## config.mk

```make
export PLATFORM = sky130hd
export DESIGN_NAME = spi_cfg_controller
export DESIGN_NICKNAME = d
export VERILOG_FILES = /design/src/rtl/spi_cfg_pkg.sv /design/src/rtl/spi_cfg_controller_fifo.sv /design/src/rtl/spi_cfg_controller.sv
export SDC_FILE = /design/constraint.sdc
export NUM_CORES = 1
export LEC_CHECK = 0
export CELL_PAD_IN_SITES_DETAIL_PLACEMENT = 1
export CELL_PAD_IN_SITES_GLOBAL_PLACEMENT = 2
export CORE_MARGIN = 4
export CORE_UTILIZATION = 39
export DETAILED_ROUTE_END_ITERATION = 8
export PLACE_DENSITY_LB_ADDON = 0.2
export SETUP_SLACK_MARGIN = 0.05
export SYNTH_ARGS = -nofsm -noshare
export SYNTH_HDL_FRONTEND = slang
export SYNTH_SLANG_ARGS = --single-unit
```

## constraint.sdc

```tcl
create_clock -name clk -period 6.1 [get_ports clk]
set_input_delay 0.915 -clock clk [delete_from_list [all_inputs] [get_ports clk]]
set_output_delay 0.915 -clock clk [all_outputs]
set_load 0.005 [all_outputs]
```

## src/rtl/spi_cfg_pkg.sv

```systemverilog
// Shared constants, request record and FSM encoding for the SPI configuration controller.
package spi_cfg_pkg;

    localparam int unsigned FRAME_BITS = 16;
    localparam logic        WRITE_BIT  = 1'b1;

    localparam logic [6:0] REG_EN_OUT_LO = 7'h00;
    localparam logic [6:0] REG_EN_OUT_HI = 7'h01;
    localparam logic [6:0] REG_EN_PWM_LO = 7'h02;
    localparam logic [6:0] REG_EN_PWM_HI = 7'h03;
    localparam logic [6:0] REG_PWM_DUTY  = 7'h04;
    localparam logic [6:0] MAX_ADDR      = REG_PWM_DUTY;

    // Phase counter must hold 2*CLK_DIV-1 for CLK_DIV up to 255.
    localparam int unsigned CNT_W     = 9;
    localparam int unsigned BIT_CNT_W = 5;

    typedef struct packed {
        logic [6:0] addr;
        logic [7:0] data;
    } cfg_req_t;

    typedef enum logic [2:0] {
        ST_IDLE,
        ST_SETUP,
        ST_HIGH,
        ST_LOW,
        ST_HOLD,
        ST_GAP
    } state_e;

    function automatic logic [FRAME_BITS-1:0] frame_word(input cfg_req_t req);
        return {WRITE_BIT, req.addr, req.data};
    endfunction

endpackage

```

## src/rtl/spi_cfg_controller_fifo.sv

```systemverilog
// Request FIFO for the SPI configuration controller: power-of-two depth, 15-bit entries.
module cfg_req_fifo
    import spi_cfg_pkg::*;
#(
    parameter int unsigned FIFO_DEPTH = 4
) (
    input  logic     clk,
    input  logic     rst_n,
    input  logic     push_i,
    input  cfg_req_t wdata_i,
    input  logic     pop_i,
    output cfg_req_t rdata_o,
    output logic     full_o,
    output logic     empty_o
);

    localparam int unsigned AW = $clog2(FIFO_DEPTH);

    cfg_req_t      mem_q [FIFO_DEPTH];
    logic [AW-1:0] wptr_q, rptr_q;
    logic [AW:0]   count_q, count_d;
    logic          do_push, do_pop;

    assign do_push = push_i && !full_o;
    assign do_pop  = pop_i && !empty_o;
    assign full_o  = (count_q == (AW+1)'(FIFO_DEPTH));
    assign empty_o = (count_q == '0);
    assign rdata_o = mem_q[rptr_q];

    always_comb begin
        count_d = count_q;
        case ({do_push, do_pop})
            2'b10:   count_d = count_q + 1'b1;
            2'b01:   count_d = count_q - 1'b1;
            default: count_d = count_q;
        endcase
    end

    always_ff @(posedge clk or negedge rst_n) begin
        if (!rst_n) begin
            wptr_q  <= '0;
            rptr_q  <= '0;
            count_q <= '0;
        end else begin
            if (do_push) wptr_q <= wptr_q + 1'b1;
            if (do_pop)  rptr_q <= rptr_q + 1'b1;
            count_q <= count_d;
        end
    end

    // Storage needs no reset: pointers and count define validity.
    always_ff @(posedge clk) begin
        if (do_push) mem_q[wptr_q] <= wdata_i;
    end

endmodule

```

## src/rtl/spi_cfg_controller.sv

```systemverilog
// Buffers register-write requests and serialises each one as a 16-bit SPI mode-0 write frame.
module spi_cfg_controller
    import spi_cfg_pkg::*;
#(
    parameter int unsigned CLK_DIV    = 4,
    parameter int unsigned GAP_CYCLES = 8,
    parameter int unsigned FIFO_DEPTH = 4,
    parameter logic [6:0]  MAX_ADDR   = spi_cfg_pkg::MAX_ADDR
) (
    input  logic       clk,
    input  logic       rst_n,
    input  logic       req_valid,
    output logic       req_ready,
    input  logic [6:0] req_addr,
    input  logic [7:0] req_data,
    output logic       spi_sclk,
    output logic       spi_copi,
    output logic       spi_cs,
    output logic       busy,
    output logic       frame_done,
    output logic       bad_addr
);

    localparam logic [CNT_W-1:0] DIV_LAST  = CNT_W'(CLK_DIV - 1);
    localparam logic [CNT_W-1:0] HOLD_LAST = CNT_W'(2 * CLK_DIV - 1);
    localparam logic [CNT_W-1:0] GAP_LAST  = CNT_W'(GAP_CYCLES - 1);

    cfg_req_t        fifo_wdata, fifo_rdata;
    logic            fifo_push, fifo_pop, fifo_full, fifo_empty;
    logic [15:0]     head_word;

    state_e                state_q, state_d;
    logic [CNT_W-1:0]      cnt_q, cnt_d;
    logic [BIT_CNT_W-1:0]  bits_q, bits_d;
    logic [15:0]           shreg_q, shreg_d;
    logic                  sclk_q, sclk_d;
    logic                  copi_q, copi_d;
    logic                  cs_q, cs_d;
    logic                  done_q, done_d;
    logic                  bad_q;
    logic                  pend_q;
    logic                  cnt_zero;

    assign req_ready  = !fifo_full;
    assign fifo_push  = req_valid && !fifo_full;
    assign fifo_wdata = '{addr: req_addr, data: req_data};
    assign head_word  = frame_word(fifo_rdata);
    assign cnt_zero   = (cnt_q == '0);

    cfg_req_fifo #(
        .FIFO_DEPTH (FIFO_DEPTH)
    ) u_fifo (
        .clk     (clk),
        .rst_n   (rst_n),
        .push_i  (fifo_push),
        .wdata_i (fifo_wdata),
        .pop_i   (fifo_pop),
        .rdata_o (fifo_rdata),
        .full_o  (fifo_full),
        .empty_o (fifo_empty)
    );

    always_comb begin
        state_d  = state_q;
        cnt_d    = cnt_q;
        bits_d   = bits_q;
        shreg_d  = shreg_q;
        sclk_d   = sclk_q;
        copi_d   = copi_q;
        cs_d     = cs_q;
        done_d   = 1'b0;
        fifo_pop = 1'b0;

        case (state_q)
            ST_IDLE: begin
                // pend_q is a registered copy of !empty; it keeps the FIFO flag off the pop path.
                if (pend_q) begin
                    fifo_pop = 1'b1;
                    shreg_d  = head_word;
                    copi_d   = head_word[15];
                    bits_d   = BIT_CNT_W'(FRAME_BITS);
                    cs_d     = 1'b0;
                    cnt_d    = DIV_LAST;
                    state_d  = ST_SETUP;
                end
            end
            ST_SETUP: begin
                if (cnt_zero) begin
                    sclk_d  = 1'b1;
                    cnt_d   = DIV_LAST;
                    state_d = ST_HIGH;
                end else begin
                    cnt_d = cnt_q - 1'b1;
                end
            end
            ST_HIGH: begin
                if (cnt_zero) begin
                    sclk_d = 1'b0;
                    bits_d = bits_q - 1'b1;
                    if (bits_q != BIT_CNT_W'(1)) begin
                        shreg_d = shreg_q << 1;
                        copi_d  = shreg_q[14];
                        cnt_d   = DIV_LAST;
                        state_d = ST_LOW;
                    end else begin
                        // Final low phase and CS hold run back to back: CS low for 34 half-periods.
                        cnt_d   = HOLD_LAST;
                        state_d = ST_HOLD;
                    end
                end else begin
                    cnt_d = cnt_q - 1'b1;
                end
            end
            ST_LOW: begin
                if (cnt_zero) begin
                    sclk_d  = 1'b1;
                    cnt_d   = DIV_LAST;
                    state_d = ST_HIGH;
                end else begin
                    cnt_d = cnt_q - 1'b1;
                end
            end
            ST_HOLD: begin
                if (cnt_zero) begin
                    cs_d    = 1'b1;
                    done_d  = 1'b1;
                    cnt_d   = GAP_LAST;
                    state_d = ST_GAP;
                end else begin
                    cnt_d = cnt_q - 1'b1;
                end
            end
            ST_GAP: begin
                if (cnt_zero) begin
                    state_d = ST_IDLE;
                end else begin
                    cnt_d = cnt_q - 1'b1;
                end
            end
            default: state_d = ST_IDLE;
        endcase
    end

    always_ff @(posedge clk or negedge rst_n) begin
        if (!rst_n) begin
            state_q <= ST_IDLE;
            cnt_q   <= '0;
            bits_q  <= '0;
            shreg_q <= '0;
            sclk_q  <= 1'b0;
            copi_q  <= 1'b0;
            cs_q    <= 1'b1;
            done_q  <= 1'b0;
            bad_q   <= 1'b0;
            pend_q  <= 1'b0;
        end else begin
            state_q <= state_d;
            cnt_q   <= cnt_d;
            bits_q  <= bits_d;
            shreg_q <= shreg_d;
            sclk_q  <= sclk_d;
            copi_q  <= copi_d;
            cs_q    <= cs_d;
            done_q  <= done_d;
            pend_q  <= !fifo_empty;
            if (fifo_push && (req_addr > MAX_ADDR)) bad_q <= 1'b1;
        end
    end

    assign spi_sclk   = sclk_q;
    assign spi_copi   = copi_q;
    assign spi_cs     = cs_q;
    assign frame_done = done_q;
    assign bad_addr   = bad_q;
    assign busy       = !fifo_empty || (state_q != ST_IDLE);

endmodule

```

==> flow_summary.toml <==
[synth]
synth_edf_count = 60
synth_flop_cell = "edfxtp_1"
synth_cell_types = 64
netlist_area_sq_um = 4740
syn_inst = 304
avgSynthCellArea_sq_um = 15.6
yosys.cell_count.top_type = "edfxtp_1"
ys_seq_area_share_pct = 61.8
ys_seq_elements = 105
async_flop_share_pct = 42.9
synth_common_cells = "edfxtp_1 (60), dfrtp_1 (44), mux2_2 (20)"
yosys.area.top_type = "edfxtp_1"
ys_warn_count = 0
synth_area_leaders = "edfxtp_1 (38%), dfrtp_1 (23%), mux4_2 (7.6%)"
synth_fp_nets = 331
yosys.area.top_type_share_pct = 38.0

[floorplanning]
rows = 40
initial_core_util_pct = 39.6
fp.dieH_um = 118
coreArea_sq_um = 12000
die-area_sq_um = 14000
die_w_um = 118
num_io_pins = 25

[drt]
ant_nets = 0
wl_per_cell_um = 20.3
via_per_inst = 5.35
drtIter0Drc = 67
dr.pass1.iters = 4
vias = 2574
routed_wl_mm = 9.77
drc_errors = 0

[min_path]
hp-class = "flop to flop"
hold-path-cell-count = 1

[cts]
htreeDepth = 3
post_cts_resized = 0
clk_pin_slew_ns = 0.08
hold_buffers = 0
cts.sinks = 105
cts_tree = "done"
cts-buffers-inserted = 9
cts_root_buffer = "clkbuf_16"
post_cts_buffers = 0
clk_path_buf_depth = 2
clk_latency_ns = 0.35

[worst_setup_path]
critPathCapture = "busy"
crit_type = "flop to output pin"
crit_buf_inv = 1
startpoint = "state_q[2]"
crit_path_end_kind = "output pin"
rr_worst_depth = 8
cp.required_ns = 5.18
cp_slowest_cell = "dfrtp_1"
rrSetupSlack_ns = 3.31
path_delay_family = "simple AND/OR/NAND/NOR gates"
rr_startpoint = "state_q[2]"
crit_cells = 3
worstPathArrival_ns = 2.03
slowest_delay_ns = 0.57
r2r_end = "u_fifo.count_q[2]"
startpoint_type = "flop"
cp_max_fo = 19
worstPathCellList = "nor3_1 > nand2_1 > clkdlybuf4s50_1"

[sta]
min_period_over_period_pct = 48.2
skew_ns = 0.00757
final-hold-violation-count = 0
setup_viol_count_final = 0
grt_setup_unrepaired = "false"
max_freq_mhz = 340
setup_tns_ns = 0
period_minus_slack_ns = 2.94
slew_headroom_pct = 41.1
max_slew.worst_pin.slew_ns = 0.884
drv_slew = 0
finalWorstSetupSlack_ns = 3.16

[job]
drv_cap = 0

[global_route]
grt_pass1_wl_mm = 16.3
grt_max_degree = 46
grt_usage_pct = 15.2
first_global_vias = 2896
overflow = 0
antenna_found_initial = 0

[placement]
dp_hpwl_mm = 6.38
pre_cts_slack_ns = 3.26
port_buffers = 24
dp_cells = 465
gp_congestion = 0.774

[cells_and_area]
area_growth_pct = 14.6
fill_cells = 1170
final_cells = 481
num_antenna_cells = 0
layout.nets = 356
layout-drive-gt1-share_pct = 23.4
utilization_pct = 45.4

[run_status]
outcome = "finished, final reports clean"

[power_and_ir_drop]
p_per_area_nw_per_um2 = 457
p_leak_nw = 2.06
vdd_drop_max_uv = 209
[worst min path at each step]
stage / endpoint / startpoint
6_report: bad_addr / bad_addr
5_1_grt: bad_addr / bad_addr
4_1_cts: bad_addr / bad_addr
3_5_place_dp: bad_addr / bad_addr
3_3_place_gp: bad_addr / bad_addr
2_1_floorplan: bad_addr / bad_addr
[kinds of logic (layout without fill, tap and decap cells)]
logic type	count (synthesis)	in the layout	share of synthesized area (%)
buffers and inverters	26	56	2.82
xor gates and xnor gates	8	8	1.48
adders and majority gates	9	9	2.53
muxes	47	47	15.6
DFF	105	105	61.8
and+or+nand+nor	68	68	9.24
AOI/OAI and AO/OA	41	41	6.49
[flip-flops by register name, indices dropped and copies added, names as in the netlist]
name	cells
cnt_q	9
u_fifo.wptr_q	2
frame_done	1
spi_sclk	1
u_fifo.mem_q	60
pend_q	1
state_q	3
spi_cs	1
u_fifo.rptr_q	2
bad_addr	1
u_fifo.count_q	3
spi_copi	1
bits_q	5
shreg_q	15
[layout by cell type, fill, tap and decap left out, types with 4 or more instances in the layout]
cell	instances
edfxtp_1	60
clkbuf_16	9
o21ai_0	7
nor3_1	6
and2_1	5
a21oi_1	7
nand2_1	13
dfrtp_1	44
mux4_2	16
and3_1	5
inv_1	13
nor2_1	12
ha_1	8
mux2_4	9
xor2_1	4
clkdlybuf4s50_1	23
mux2_2	20
xnor2_1	4
inv_6	4
[routing by layer]
layer / track usage (%) / wire, um / vias up
met5: 0 / 0 / -
met4: 4.18 / 98 / 0
met3: 3.88 / 221 / 7
met2: 24.3 / 4760 / 29
met1: 20.6 / 4690 / 1328
li1: - / - / 1210
[report_power, final]
group / internal [mW] / switching, mW
registers: 0.963 / 0.162
logic: 0.384 / 0.329
clock network: 0.377 / 0.267
[cell type report]
cell class                      instances  area, sq um  share of cell area, %
Sequential cell                       105         2930                   53.9
Timing Repair Buffer                   27          258                   4.75
Clock buffer                           10          239                   4.40
Inverter                               13         48.8                  0.899
Multi-Input combinational cell        173         1680                   30.9
Clock inverter                          6         95.1                   1.75
Tap cell                              147          184                   3.39
[through the flow]
step	cell area (sq um)	power, mW	hold slack, ns
floorplan	4740	1.64	0.451
global placement	5100	1.84	0.464
detailed placement	5100	1.87	0.448
CTS	5430	2.52	0.466
global route	5430	2.64	0.508
finish	5430	2.48	0.463
No activity file was read; power rests on OpenSTA's default activity.
